## config.mk

```make
export PLATFORM = sky130hd
export DESIGN_NAME = simplecpu_param
export DESIGN_NICKNAME = d
export VERILOG_FILES = /design/src/rtl/simplecpu_param.sv
export SDC_FILE = /design/constraint.sdc
export NUM_CORES = 1
export LEC_CHECK = 0
export CAP_MARGIN = 10
export CELL_PAD_IN_SITES_DETAIL_PLACEMENT = 0
export CELL_PAD_IN_SITES_GLOBAL_PLACEMENT = 1
export CORE_MARGIN = 10
export CORE_UTILIZATION = 38
export DETAILED_ROUTE_END_ITERATION = 8
export GPL_TIMING_DRIVEN = 0
export PLACE_DENSITY = 0.67
export SLEW_MARGIN = 15
export SYNTH_ARGS = -nofsm -noshare
export SYNTH_HDL_FRONTEND = slang
export SYNTH_SLANG_ARGS = --single-unit
```

## constraint.sdc

```tcl
create_clock -name clk -period 3.6 [get_ports clk]
set_input_delay 0.72 -clock clk [delete_from_list [all_inputs] [get_ports clk]]
set_output_delay 0.72 -clock clk [all_outputs]
set_load 0.1 [all_outputs]
```

## src/rtl/simplecpu_param.sv

```systemverilog
// simplecpu_param: parametrised accumulator CPU.
// The IDLE/FETCH/EXEC/ALU/HALT state machine runs a program from an on-chip
// word memory that is filled through the program-load port.
// Optional feature: define SIMPLECPU_STEP_EN to add the `step` input and a
// PAUSE state. In PAUSE the CPU waits between instructions for a step pulse.
module simplecpu_param #(
  parameter int DATA_W = 8,
  parameter int ADDR_W = 4
) (
  input  logic              clk,
  input  logic              reset,
  input  logic              load_ram,
  input  logic [ADDR_W-1:0] load_addr,
  input  logic [DATA_W-1:0] load_data,
  input  logic              run,
`ifdef SIMPLECPU_STEP_EN
  input  logic              step,
`endif
  output logic [DATA_W-1:0] out_data,
  output logic              out_valid,
  output logic              halted,
  output logic [ADDR_W-1:0] pc,
  output logic              flag_zero,
  output logic              flag_carry
);

  localparam int DEPTH = 2 ** ADDR_W;

  localparam logic [2:0] S_IDLE  = 3'd0;
  localparam logic [2:0] S_FETCH = 3'd1;
  localparam logic [2:0] S_EXEC  = 3'd2;
  localparam logic [2:0] S_ALU   = 3'd3;
  localparam logic [2:0] S_HALT  = 3'd4;
`ifdef SIMPLECPU_STEP_EN
  localparam logic [2:0] S_PAUSE = 3'd5;
  // Where a completed instruction goes: wait for a step pulse.
  localparam logic [2:0] S_DONE  = S_PAUSE;
`else
  // Where a completed instruction goes: straight to the next fetch.
  localparam logic [2:0] S_DONE  = S_FETCH;
`endif

  localparam logic [3:0] OP_NOP = 4'h0;
  localparam logic [3:0] OP_LDA = 4'h1;
  localparam logic [3:0] OP_ADD = 4'h2;
  localparam logic [3:0] OP_SUB = 4'h3;
  localparam logic [3:0] OP_STA = 4'h4;
  localparam logic [3:0] OP_LDI = 4'h5;
  localparam logic [3:0] OP_JMP = 4'h6;
  localparam logic [3:0] OP_JZ  = 4'h7;
  localparam logic [3:0] OP_OUT = 4'h8;
  localparam logic [3:0] OP_HLT = 4'h9;
  localparam logic [3:0] OP_JC  = 4'hA;

  logic [2:0]        state_q, state_d;
  logic [ADDR_W-1:0] pc_q, pc_d;
  logic [DATA_W-1:0] a_q, a_d;
  logic [DATA_W-1:0] b_q, b_d;
  logic [3:0]        ir_op_q, ir_op_d;
  logic [ADDR_W-1:0] ir_arg_q, ir_arg_d;
  logic              z_q, z_d;
  logic              c_q, c_d;
  logic [DATA_W-1:0] out_data_q, out_data_d;
  logic              out_valid_q, out_valid_d;

  logic [DATA_W-1:0] mem [DEPTH];
  logic              mem_we;
  logic [ADDR_W-1:0] mem_waddr;
  logic [DATA_W-1:0] mem_wdata;

  logic [ADDR_W-1:0] pc_inc;
  logic [DATA_W-1:0] operand_word;
  logic              is_sub;
  logic [DATA_W-1:0] alu_b;
  logic [DATA_W:0]   alu_sum;

  // Asynchronous read of the operand word; a write shows up on the next cycle.
  assign operand_word = mem[ir_arg_q];
  assign pc_inc       = pc_q + ADDR_W'(1);

  // SUB is computed as A + ~B + 1, so the carry out means "no borrow".
  assign is_sub  = (ir_op_q == OP_SUB);
  assign alu_b   = is_sub ? ~b_q : b_q;
  assign alu_sum = {1'b0, a_q} + {1'b0, alu_b} + {{DATA_W{1'b0}}, is_sub};

  // Next-state and datapath decode for every state of the machine.
  always_comb begin
    // NOTE: every signal gets a default before the case, so no path can leave
    // a value unassigned and infer a latch.
    state_d     = state_q;
    pc_d        = pc_q;
    a_d         = a_q;
    b_d         = b_q;
    ir_op_d     = ir_op_q;
    ir_arg_d    = ir_arg_q;
    z_d         = z_q;
    c_d         = c_q;
    out_data_d  = out_data_q;
    out_valid_d = 1'b0;
    mem_we      = 1'b0;
    mem_waddr   = load_addr;
    mem_wdata   = load_data;

    case (state_q)
      S_IDLE: begin
        mem_we = load_ram;
        if (run) state_d = S_FETCH;
      end

      S_FETCH: begin
        // Only the opcode and operand fields are kept; the middle bits are dropped.
        ir_op_d  = mem[pc_q][DATA_W-1 -: 4];
        ir_arg_d = mem[pc_q][ADDR_W-1:0];
        state_d  = S_EXEC;
      end

      S_EXEC: begin
        case (ir_op_q)
          OP_LDA: begin
            a_d     = operand_word;
            pc_d    = pc_inc;
            state_d = S_DONE;
          end
          OP_ADD, OP_SUB: begin
            b_d     = operand_word;
            state_d = S_ALU;
          end
          OP_STA: begin
            mem_we    = 1'b1;
            mem_waddr = ir_arg_q;
            mem_wdata = a_q;
            pc_d      = pc_inc;
            state_d   = S_DONE;
          end
          OP_LDI: begin
            a_d     = DATA_W'(ir_arg_q);
            pc_d    = pc_inc;
            state_d = S_DONE;
          end
          OP_JMP: begin
            pc_d    = ir_arg_q;
            state_d = S_DONE;
          end
          OP_JZ: begin
            pc_d    = z_q ? ir_arg_q : pc_inc;
            state_d = S_DONE;
          end
          OP_JC: begin
            pc_d    = c_q ? ir_arg_q : pc_inc;
            state_d = S_DONE;
          end
          OP_OUT: begin
            out_data_d  = a_q;
            out_valid_d = 1'b1;
            pc_d        = pc_inc;
            state_d     = S_DONE;
          end
          OP_HLT: begin
            state_d = S_HALT;
          end
          OP_NOP: begin
            pc_d    = pc_inc;
            state_d = S_DONE;
          end
          default: begin
            // Opcodes B..F behave as NOP.
            pc_d    = pc_inc;
            state_d = S_DONE;
          end
        endcase
      end

      S_ALU: begin
        a_d     = alu_sum[DATA_W-1:0];
        c_d     = alu_sum[DATA_W];
        z_d     = (alu_sum[DATA_W-1:0] == '0);
        pc_d    = pc_inc;
        state_d = S_DONE;
      end

      S_HALT: begin
        mem_we = load_ram;
        if (run) begin
          pc_d    = '0;
          a_d     = '0;
          b_d     = '0;
          z_d     = 1'b0;
          c_d     = 1'b0;
          state_d = S_FETCH;
        end
      end

`ifdef SIMPLECPU_STEP_EN
      S_PAUSE: begin
        if (step) state_d = S_FETCH;
      end
`endif

      default: state_d = S_IDLE;
    endcase
  end

  // Architectural registers with synchronous active-high reset.
  always_ff @(posedge clk) begin
    // NOTE: non-blocking assignments keep every flop sampling pre-edge values,
    // independent of statement order.
    if (reset) begin
      state_q     <= S_IDLE;
      pc_q        <= '0;
      a_q         <= '0;
      b_q         <= '0;
      ir_op_q     <= '0;
      ir_arg_q    <= '0;
      z_q         <= 1'b0;
      c_q         <= 1'b0;
      out_data_q  <= '0;
      out_valid_q <= 1'b0;
    end else begin
      state_q     <= state_d;
      pc_q        <= pc_d;
      a_q         <= a_d;
      b_q         <= b_d;
      ir_op_q     <= ir_op_d;
      ir_arg_q    <= ir_arg_d;
      z_q         <= z_d;
      c_q         <= c_d;
      out_data_q  <= out_data_d;
      out_valid_q <= out_valid_d;
    end
  end

  // Program/data memory write port, shared by STA and the load port.
  always_ff @(posedge clk) begin
    // NOTE: memory has no reset on purpose; a loaded program survives reset
    // and the array maps onto plain RAM.
    if (mem_we) mem[mem_waddr] <= mem_wdata;
  end

  assign out_data   = out_data_q;
  assign out_valid  = out_valid_q;
  assign halted     = (state_q == S_HALT);
  assign pc         = pc_q;
  assign flag_zero  = z_q;
  assign flag_carry = c_q;

endmodule
```

==> results of run 1 <==
==> layout by cell type, fill, tap and decap left out, drive strengths merged, types with 3 or more instances in the layout <==
master,Yosys,layout
a32oi,5,5
clkbuf,25,44
nand3,10,10
a21oi,27,27
nand4,3,3
buf,16,16
xor2,4,4
mux4,78,78
clkdlybuf4s50,0,30
mux2i,10,10
nor2b,5,5
o21ai,16,16
ha,8,8
and2,3,3
nand2,35,35
a22oi,8,8
nand2b,5,5
xnor2,10,10
edfxtp,128,128
nor3,6,6
nor3b,6,6
nor2,55,55
mux2,9,9
a31oi,6,6
clkinv,1,5
inv,9,14
dfxtp,42,42
a211oi,9,9
==> repair_timing <==
item	in CTS	in global routing
endpoints found under the hold margin	0	0
endpoints found under the setup margin	0	48
hold buffers	0	0
==> kinds of logic after synthesis <==
logic type / Yosys count
DFF: 170
adders and majority gates: 9
buffers and inverters: 51
xor gates and xnor gates: 14
AOI/OAI and AO/OA: 86
muxes: 97
and+or+nand+nor: 144
==> metrics by stage <==
stage,util [%],instances,TNS (ns)
finish,44.0,912,0
floorplan,-,571,0
CTS,44.0,912,0
global placement,41.5,881,0
detailed placement,41.5,881,0
global route,44.0,912,-1.63
==> critical path: stages, from the launching register on <==
cell and delay [ns]:
sky130_fd_sc_hd__dfxtp_1 0.48, sky130_fd_sc_hd__or2b_1 0.29, sky130_fd_sc_hd__nor4_1 0.52, sky130_fd_sc_hd__clkbuf_1 0.65
sky130_fd_sc_hd__a21oi_1 0.24, sky130_fd_sc_hd__nor2_1 0.94
==> routing by layer <==
layer	track usage (%)	routed length, µm	up-vias
met1	20.8	9520	2820
met5	0	0	-
met3	3.54	1530	22
li1	-	-	2374
met4	4.43	278	0
met2	27.8	12100	164
==> how the worst max path moves through the flow <==
stage / slack, ns / to / cells past startpoint / startpoint
after floorplan: 0.72 / ir_op_q[0]$_SDFFE_PP0P_ / 6 / pc[0]$_SDFFE_PP0P_
after global placement: 0.11 / mem[4][4]$_DFFE_PP_ / 5 / ir_op_q[2]$_SDFFE_PP0P_
after detailed placement: 0.03 / mem[5][4]$_DFFE_PP_ / 5 / ir_op_q[2]$_SDFFE_PP0P_
after CTS: 0.03 / mem[5][1]$_DFFE_PP_ / 5 / ir_op_q[2]$_SDFFE_PP0P_
after global routing: -0.05 / mem[5][1]$_DFFE_PP_ / 5 / ir_op_q[2]$_SDFFE_PP0P_
final: 0.08 / mem[1][1]$_DFFE_PP_ / 5 / ir_op_q[2]$_SDFFE_PP0P_
==> power breakdown <==
group	switching (µW)	total [µW]	internal (µW)
logic	274	470	196
registers	20.6	2160	2140
clock network	817	1780	960
==> registers in the layout, indices dropped and copies added (netlist names) <==
signal	count
mem	128
a_q	8
b_q	8
out_data	8
ir_arg_q	4
ir_op_q	4
pc	4
state_q	3
flag_carry	1
flag_zero	1
out_valid	1
==> layout make-up <==
class                   instances  area [µm²]
fillers                      1975       12200
flip-flops and latches        170        4680
multi-input cells             350        3480
clock buffers                  19         433
well taps                     280         350
repair buffers                 30         300
plain buffers                  41         205
clock inverters                12         118
inverters                      10        37.5
==> report_table.html, run 1 <==
<table>
<tr><th>Metric</th><th>Value</th></tr>
<tr><th colspan="2">Synthesis</th></tr>
<tr><td>Post-synthesis area per instance</td><td>14.7 µm²</td></tr>
<tr><td>Most frequently used cell type in the post-synthesis netlist</td><td>sky130_fd_sc_hd__edfxtp_1</td></tr>
<tr><td>Net count after synthesis</td><td>596</td></tr>
<tr><td>Post-synth ARST share</td><td>0%</td></tr>
<tr><td>Combinational family with the most area after synthesis</td><td>multiplexers</td></tr>
<tr><td>Adder-cell share of the synthesized area</td><td>1.43%</td></tr>
<tr><td>Top cells by area, synth</td><td>sky130_fd_sc_hd__edfxtp_1 46%, sky130_fd_sc_hd__mux4_2 21%, sky130_fd_sc_hd__dfxtp_1 10%, sky130_fd_sc_hd__nor2_1 2.5%, sky130_fd_sc_hd__a21oi_1 1.6%</td></tr>
<tr><td>Compound-cell area share of the yosys netlist</td><td>6.84%</td></tr>
<tr><td>Count of cell types in the netlist</td><td>60</td></tr>
<tr><td>XOR/XNOR share of the synthesized area</td><td>1.46%</td></tr>
<tr><td>Leading cell types by count after synthesis</td><td>128 x sky130_fd_sc_hd__edfxtp_1, 78 x sky130_fd_sc_hd__mux4_2, 55 x sky130_fd_sc_hd__nor2_1</td></tr>
<tr><td>Dominant register cell in the synthesized netlist</td><td>sky130_fd_sc_hd__edfxtp_1</td></tr>
<tr><td>Summed instance area of the synthesized netlist</td><td>8410 µm²</td></tr>
<tr><td>Register area share after synthesis</td><td>55.7%</td></tr>
<tr><td>Yosys warns</td><td>0</td></tr>
<tr><td>Cell count after synthesis</td><td>571</td></tr>
<tr><td>Flop and latch count out of synthesis</td><td>170</td></tr>
<tr><td>Simple-Gate Fraction of Synth Area</td><td>8.39%</td></tr>
<tr><td>Area share of the largest cell type after synthesis</td><td>45.7%</td></tr>
<tr><td>Leading area contributor after synthesis</td><td>sky130_fd_sc_hd__edfxtp_1</td></tr>
<tr><td>Portion of netlist area occupied by mux cells</td><td>23.3%</td></tr>
<tr><td>Count of flip-flops with a built-in enable after synthesis</td><td>128</td></tr>
<tr><th colspan="2">Timing</th></tr>
<tr><td>Unrepaired setup endpoints after global routing</td><td>yes</td></tr>
<tr><td>Final hold vios</td><td>0</td></tr>
<tr><td>Number of pins with negative max-slew slack in the final report</td><td>0</td></tr>
<tr><td>Peak Freq</td><td>284 MHz</td></tr>
<tr><td>Tightest slew margin relative to the limit</td><td>21.1%</td></tr>
<tr><td>Final setup slack of the worst path</td><td>0.0821 ns</td></tr>
<tr><td>Period minus WS final</td><td>3.52 ns</td></tr>
<tr><td>Post-Route Hold Slack</td><td>0.504 ns</td></tr>
<tr><td>Worst slew pin tran</td><td>1.18 ns</td></tr>
<tr><td>Final worst path period share</td><td>97.7%</td></tr>
<tr><td>Largest clock skew in the final design</td><td>0.0112 ns</td></tr>
<tr><td>Number of setup violations in the final report</td><td>0</td></tr>
<tr><th colspan="2">Placement</th></tr>
<tr><td>Count of buffers inserted at the top-level ports</td><td>30</td></tr>
<tr><td>Instance area after placement</td><td>9060 µm²</td></tr>
<tr><td>Final GP Congestion</td><td>0.823</td></tr>
<tr><td>Worst setup slack after placement</td><td>0.0341 ns</td></tr>
<tr><td>DP HPWL</td><td>16400 µm</td></tr>
<tr><th colspan="2">Setup path</th></tr>
<tr><td>CP endpoint kind</td><td>flip-flop</td></tr>
<tr><td>Type of element launching the critical path</td><td>flip-flop</td></tr>
<tr><td>Critical path class</td><td>reg2reg</td></tr>
<tr><td>Depth of the most critical reg-to-reg path</td><td>5</td></tr>
<tr><td>Critical path data arrival time</td><td>3.57 ns</td></tr>
<tr><td>Critical-path maximum fanout</td><td>10</td></tr>
<tr><td>Register-to-register path setup slack</td><td>0.08 ns</td></tr>
<tr><td>Reg2reg end</td><td>mem[1][1]$_DFFE_PP_</td></tr>
<tr><td>Required time worst endpoint</td><td>3.65 ns</td></tr>
<tr><td>Reg2reg start</td><td>ir_op_q[2]$_SDFFE_PP0P_</td></tr>
<tr><th colspan="2">Min path</th></tr>
<tr><td>Count of cells along the worst hold path</td><td>2</td></tr>
<tr><td>Launch instance of the worst min-delay path</td><td>out_data[4]$_SDFFE_PP0P_</td></tr>
<tr><td>End of the worst hold path</td><td>out_data[4]$_SDFFE_PP0P_</td></tr>
<tr><td>Path category of the worst min-delay check</td><td>reg2reg</td></tr>
<tr><th colspan="2">Power</th></tr>
<tr><td>Maximum ir drop on the vdd rail</td><td>0.000314 V</td></tr>
<tr><td>Static leakage power</td><td>0.00294 µW</td></tr>
<tr><td>Power per unit of standard cell area</td><td>458 nW/µm²</td></tr>
<tr><td>Overall power consumption</td><td>4410 µW</td></tr>
<tr><th colspan="2">Clocking</th></tr>
<tr><td>Buffers inserted during post-CTS setup optimization</td><td>0</td></tr>
<tr><td>Number of buffers on the longest clock path</td><td>2</td></tr>
<tr><td># resized after CTS</td><td>0</td></tr>
<tr><td>Clock tree root buffer cell</td><td>sky130_fd_sc_hd__clkbuf_16</td></tr>
<tr><td>Clock tree from TritonCTS</td><td>built</td></tr>
<tr><td>H-tree Lvls</td><td>4</td></tr>
<tr><td>Clock Latency Late Sink</td><td>0.44 ns</td></tr>
<tr><td>Sinks on Clock Net</td><td>170</td></tr>
<tr><td>Post-CTS clock slew at the launch and capture registers of the worst setup and hold paths</td><td>0.07 ns</td></tr>
<tr><td>Number of CTS-inserted buffers</td><td>17</td></tr>
<tr><th colspan="2">Routing</th></tr>
<tr><td>Number of violations reported at the end of detailed-routing iteration 0</td><td>520</td></tr>
<tr><td>Average via count per standard cell</td><td>5.90</td></tr>
<tr><td>Total iterations of the first detailed-routing run</td><td>5</td></tr>
<tr><td>Routed wire length per instance</td><td>25.7 µm</td></tr>
<tr><td>Number of vias after detailed routing</td><td>5380</td></tr>
<tr><td>Post-Route WL</td><td>23400 µm</td></tr>
<tr><td>Remaining antenna violation count after routing</td><td>0</td></tr>
<tr><td>Detailed-route DRC error count</td><td>0</td></tr>
<tr><th colspan="2">Global route</th></tr>
<tr><td>Global-route wire length before repair</td><td>34800 µm</td></tr>
<tr><td>Antenna violations before repair</td><td>0</td></tr>
<tr><td>Largest net degree at the start of global routing</td><td>17</td></tr>
<tr><td>Via count of the first global-routing pass</td><td>5533</td></tr>
<tr><td>GRT Util Overall</td><td>16.4%</td></tr>
<tr><td>GRT Residual Overflow</td><td>0</td></tr>
<tr><th colspan="2">Floorplan</th></tr>
<tr><td>Floorplan die height</td><td>169 µm</td></tr>
<tr><td>Top-level I/O count</td><td>32</td></tr>
<tr><td>Area of the core region</td><td>21800 µm²</td></tr>
<tr><td>Chip width</td><td>169 µm</td></tr>
<tr><td>Row cnt</td><td>54</td></tr>
<tr><td>Area of the die</td><td>28500 µm²</td></tr>
<tr><td>Effective utilization at floorplan</td><td>38.5%</td></tr>
<tr><th colspan="2">Job</th></tr>
<tr><td>Count of max-cap constraint violations</td><td>0</td></tr>
<tr><th colspan="2">Status</th></tr>
<tr><td>Run status</td><td>completed</td></tr>
<tr><th colspan="2">Finish</th></tr>
<tr><td>Finished Cell Area</td><td>9610 µm²</td></tr>
<tr><td>Layout cells sized above 1</td><td>21.8%</td></tr>
<tr><td>Total inserted antenna cells</td><td>0</td></tr>
<tr><td>Layout overhead on the synthesized area</td><td>14.3%</td></tr>
<tr><td>Number of nets in the layout</td><td>645</td></tr>
</table>
No activity file was read; power rests on OpenSTA's default activity.
==> run 2, diff against run 1 <==
--- a/config.mk
+++ b/config.mk
@@ -5,11 +5,11 @@
 export SDC_FILE = /design/constraint.sdc
 export NUM_CORES = 1
 export LEC_CHECK = 0
-export CAP_MARGIN = 10
 export CELL_PAD_IN_SITES_DETAIL_PLACEMENT = 0
 export CELL_PAD_IN_SITES_GLOBAL_PLACEMENT = 1
 export CORE_MARGIN = 10
 export CORE_UTILIZATION = 38
+export CTS_BUF_LIST = sky130_fd_sc_hd__clkbuf_4 sky130_fd_sc_hd__clkbuf_8
 export DETAILED_ROUTE_END_ITERATION = 8
 export GPL_TIMING_DRIVEN = 0
 export PLACE_DENSITY = 0.67
==> report_table.html, run 2 (synthesis gave the netlist of run 1 again) <==
<table>
<tr><th>Metric</th><th>Value</th></tr>
<tr><th colspan="2">Status</th></tr>
<tr><td>Run status</td><td>completed (unchanged)</td></tr>
<tr><th colspan="2">Setup path</th></tr>
<tr><td>Type of element launching the critical path</td><td>flip-flop (unchanged)</td></tr>
<tr><td>Critical-path maximum fanout</td><td>10 (unchanged)</td></tr>
<tr><td>Cell family with the largest share of critical-path delay</td><td>simple AND/OR/NAND/NOR gates (unchanged)</td></tr>
<tr><td>Reg2reg start</td><td>ir_op_q[2]$_SDFFE_PP0P_ (unchanged)</td></tr>
<tr><td>Largest incremental delay on the critical path</td><td>0.94 ns (about the same)</td></tr>
<tr><td>Critical path data arrival time</td><td>3.60 ns (was 3.57 ns)</td></tr>
<tr><td>CP endpoint kind</td><td>flip-flop (unchanged)</td></tr>
<tr><td>Startpoint of the most critical setup path</td><td>ir_op_q[2]$_SDFFE_PP0P_ (unchanged)</td></tr>
<tr><td>Critical path class</td><td>reg2reg (unchanged)</td></tr>
<tr><td>Max stage delay cell, worst path</td><td>sky130_fd_sc_hd__nor2_1 (unchanged)</td></tr>
<tr><td>Crit path cell chain</td><td>or2b_1, nor4_1, clkbuf_1, a21oi_1, nor2_1 (unchanged)</td></tr>
<tr><td>Required time worst endpoint</td><td>3.69 ns (was 3.65 ns)</td></tr>
<tr><td>Number of buffers and inverters on the critical path</td><td>1 (unchanged)</td></tr>
<tr><th colspan="2">Floorplan</th></tr>
<tr><td>Top-level I/O count</td><td>32 (unchanged)</td></tr>
<tr><td>Chip width</td><td>169 µm (unchanged)</td></tr>
<tr><td>Effective utilization at floorplan</td><td>38.5% (unchanged)</td></tr>
<tr><td>Row cnt</td><td>54 (unchanged)</td></tr>
<tr><td>Area of the core region</td><td>21800 µm² (unchanged)</td></tr>
<tr><td>Floorplan die height</td><td>169 µm (unchanged)</td></tr>
<tr><td>Area of the die</td><td>28500 µm² (unchanged)</td></tr>
<tr><th colspan="2">Power</th></tr>
<tr><td>Maximum ir drop on the vdd rail</td><td>0.000217 V (was 0.000314 V)</td></tr>
<tr><td>Sequential fraction of design power</td><td>54.6% (was 49.0%)</td></tr>
<tr><td>Overall power consumption</td><td>3950 µW (was 4410 µW)</td></tr>
<tr><td>Cell Int Power</td><td>2900 µW (was 3290 µW)</td></tr>
<tr><td>Switching power share of the total</td><td>26.5% (was 25.2%)</td></tr>
<tr><td>Static leakage power</td><td>0.00286 µW (was 0.00294 µW)</td></tr>
<tr><td>Power per unit of standard cell area</td><td>419 nW/µm² (was 458 nW/µm²)</td></tr>
<tr><td>P_sw</td><td>1050 µW (was 1110 µW)</td></tr>
<tr><td>Power share of the combinational group</td><td>11.9% (was 10.7%)</td></tr>
<tr><td>Share of power burned in the clock network</td><td>33.4% (was 40.3%)</td></tr>
<tr><th colspan="2">Routing</th></tr>
<tr><td>Post-Route WL</td><td>23400 µm (about the same)</td></tr>
<tr><td>Average via count per standard cell</td><td>5.85 (was 5.90)</td></tr>
<tr><td>Number of violations reported at the end of detailed-routing iteration 0</td><td>493 (was 520)</td></tr>
<tr><td>Total iterations of the first detailed-routing run</td><td>5 (unchanged)</td></tr>
<tr><td>Remaining antenna violation count after routing</td><td>0 (unchanged)</td></tr>
<tr><td>Routed wire length per instance</td><td>25.6 µm (was 25.7 µm)</td></tr>
<tr><td>Number of vias after detailed routing</td><td>5336 (was 5380)</td></tr>
<tr><td>Detailed-route DRC error count</td><td>0 (unchanged)</td></tr>
<tr><th colspan="2">Placement</th></tr>
<tr><td>DP HPWL</td><td>16400 µm (unchanged)</td></tr>
<tr><td>Final GP Congestion</td><td>0.823 (unchanged)</td></tr>
<tr><td>Worst setup slack after placement</td><td>0.0341 ns (unchanged)</td></tr>
<tr><td>Count of buffers inserted at the top-level ports</td><td>30 (unchanged)</td></tr>
<tr><th colspan="2">Global route</th></tr>
<tr><td>Via count of the first global-routing pass</td><td>5506 (was 5533)</td></tr>
<tr><td>Met3 Resource Use GR</td><td>3.68% (was 3.54%)</td></tr>
<tr><td>GRT Residual Overflow</td><td>0 (unchanged)</td></tr>
<tr><td>GR Layer Usage met1</td><td>21.0% (was 20.8%)</td></tr>
<tr><td>Met2 Track Usage GR</td><td>27.7% (was 27.8%)</td></tr>
<tr><td>Antenna violations before repair</td><td>0 (unchanged)</td></tr>
<tr><td>GRT Max-Usage Layer</td><td>met2 (unchanged)</td></tr>
<tr><td>Largest net degree at the start of global routing</td><td>17 (unchanged)</td></tr>
<tr><td>GRT Util Overall</td><td>16.4% (about the same)</td></tr>
<tr><td>Global-route wire length before repair</td><td>34800 µm (about the same)</td></tr>
<tr><th colspan="2">Timing</th></tr>
<tr><td>Final hold vios</td><td>0 (unchanged)</td></tr>
<tr><td>Peak Freq</td><td>285 MHz (was 284 MHz)</td></tr>
<tr><td>Number of setup violations in the final report</td><td>0 (unchanged)</td></tr>
<tr><td>Largest clock skew in the final design</td><td>0.0115 ns (was 0.0112 ns)</td></tr>
<tr><td>Final worst path period share</td><td>97.5% (was 97.7%)</td></tr>
<tr><td>Final setup slack of the worst path</td><td>0.0908 ns (was 0.0821 ns)</td></tr>
<tr><td>Number of pins with negative max-slew slack in the final report</td><td>0 (unchanged)</td></tr>
<tr><td>Tightest slew margin relative to the limit</td><td>21.1% (about the same)</td></tr>
<tr><td>Worst slew pin tran</td><td>1.18 ns (about the same)</td></tr>
<tr><td>Post-Route Hold Slack</td><td>0.508 ns (was 0.504 ns)</td></tr>
<tr><td>Period minus WS final</td><td>3.51 ns (was 3.52 ns)</td></tr>
<tr><td>Unrepaired setup endpoints after global routing</td><td>yes (unchanged)</td></tr>
<tr><th colspan="2">Finish</th></tr>
<tr><td>Layout overhead on the synthesized area</td><td>12.1% (was 14.3%)</td></tr>
<tr><td>Multi-input combinational cell area</td><td>3480 µm² (unchanged)</td></tr>
<tr><td>Layout cells sized above 1</td><td>22.2% (was 21.8%)</td></tr>
<tr><td>Area used by sequential logic in the layout</td><td>4680 µm² (unchanged)</td></tr>
<tr><td>Register with the highest flop count</td><td>mem (unchanged)</td></tr>
<tr><td>Leading cell types in the layout, fill and taps excluded</td><td>128 x sky130_fd_sc_hd__edfxtp_1, 78 x sky130_fd_sc_hd__mux4_2, 55 x sky130_fd_sc_hd__nor2_1 (unchanged)</td></tr>
<tr><td>Number of flip-flops in the largest register</td><td>128 (unchanged)</td></tr>
<tr><td>Layout fillers</td><td>1996 (was 1975)</td></tr>
<tr><td>Leading cell type in the layout, fill and taps excluded</td><td>sky130_fd_sc_hd__edfxtp_1 (unchanged)</td></tr>
<tr><td>Number of nets in the layout</td><td>645 (unchanged)</td></tr>
<tr><td>Total inserted antenna cells</td><td>0 (unchanged)</td></tr>
<tr><th colspan="2">Clocking</th></tr>
<tr><td># resized after CTS</td><td>0 (unchanged)</td></tr>
<tr><td>H-tree Lvls</td><td>4 (unchanged)</td></tr>
<tr><td>Number of buffers on the longest clock path</td><td>2 (unchanged)</td></tr>
<tr><td>Clock tree from TritonCTS</td><td>built (unchanged)</td></tr>
<tr><td>Sinks on Clock Net</td><td>170 (unchanged)</td></tr>
<tr><td>Post-CTS clock slew at the launch and capture registers of the worst setup and hold paths</td><td>0.09 ns (was 0.07 ns)</td></tr>
<tr><td>Clock Latency Late Sink</td><td>0.48 ns (was 0.44 ns)</td></tr>
<tr><td>Number of CTS-inserted buffers</td><td>17 (unchanged)</td></tr>
<tr><td>Clock tree root buffer cell</td><td>sky130_fd_sc_hd__clkbuf_8 (was sky130_fd_sc_hd__clkbuf_16)</td></tr>
<tr><td>CTS hold repair buffers</td><td>0 (unchanged)</td></tr>
<tr><th colspan="2">Min path</th></tr>
<tr><td>Launch instance of the worst min-delay path</td><td>out_data[6]$_SDFFE_PP0P_ (was out_data[4]$_SDFFE_PP0P_)</td></tr>
<tr><td>Path category of the worst min-delay check</td><td>reg2reg (unchanged)</td></tr>
<tr><th colspan="2">Job</th></tr>
<tr><td>Count of max-cap constraint violations</td><td>0 (unchanged)</td></tr>
</table>
## run 2: cell types whose count changed in the layout (fill, tap and decap cells not counted)
cell                        change
sky130_fd_sc_hd__clkbuf_4       +2
sky130_fd_sc_hd__clkbuf_8      +17
sky130_fd_sc_hd__clkbuf_16     -17
sky130_fd_sc_hd__clkbuf_1       -2
## run 2: final cells by class
class / instances / area share, %
well taps: 280 / 3.72
multi-input cells: 350 / 36.9
clock buffers: 19 / 2.64
flip-flops and latches: 170 / 49.7
clock inverters: 12 / 1.25
repair buffers: 30 / 3.19
plain buffers: 41 / 2.18
inverters: 10 / 0.398
## run 2: worst reg2reg max path, stage by stage (launching register included)
cell	delay [ns]
sky130_fd_sc_hd__dfxtp_1	0.50
sky130_fd_sc_hd__or2b_1	0.29
sky130_fd_sc_hd__nor4_1	0.51
sky130_fd_sc_hd__clkbuf_1	0.64
sky130_fd_sc_hd__a21oi_1	0.24
sky130_fd_sc_hd__nor2_1	0.94
## run 2: power by group through the flow
stage	Combinational, µW	Clock [µW]	Sequential (µW)
3_5_place_dp	472	0	2200
2_1_floorplan	302	0	2210
6_report	471	1320	2160
4_1_cts	473	1330	2160
3_3_place_gp	465	0	2200
5_1_grt	503	1410	2160
## run 2: final timing paths
path | to | cells after the start | slack [ns]
setup / recovery | mem[1][1]$_DFFE_PP_ | 5 | 0.09
hold reg to reg | out_data[6]$_SDFFE_PP0P_ | 2 | 0.51
setup reg to reg | mem[1][1]$_DFFE_PP_ | 5 | 0.09
hold / removal | out_data[6]$_SDFFE_PP0P_ | 2 | 0.51
## run 2: stage by stage
stage	std cells	instance area [µm²]	TNS [ns]	utilization [%]
3_5_place_dp	881	9060	0	41.5
2_1_floorplan	571	8410	0	-
3_3_place_gp	881	9060	0	41.5
4_1_cts	912	9430	0	43.2
5_1_grt	912	9430	-1.88	43.2
6_report	912	9430	0	43.2
## run 2: timing repair
| item | CTS | global route |
|---|---|---|
| endpoints found under the hold margin | 0 | 0 |
| setup buffers | 0 | 0 |
| endpoints found under the setup margin | 0 | 51 |
## run 2: layer usage
layer / vias to the layer above / wire length [µm]
li1: 2374 / -
met3: 19 / 1360
met5: - / 0
met2: 165 / 12100
met4: 0 / 255
met1: 2778 / 9690
==> run 3, diff against run 2 <==
--- a/config.mk
+++ b/config.mk
@@ -5,6 +5,7 @@
 export SDC_FILE = /design/constraint.sdc
 export NUM_CORES = 1
 export LEC_CHECK = 0
+export CAP_MARGIN = 10
 export CELL_PAD_IN_SITES_DETAIL_PLACEMENT = 0
 export CELL_PAD_IN_SITES_GLOBAL_PLACEMENT = 1
 export CORE_MARGIN = 10
==> results of run 3 <==
No change in the layout: final DEF, timing and power equal those of run 2.
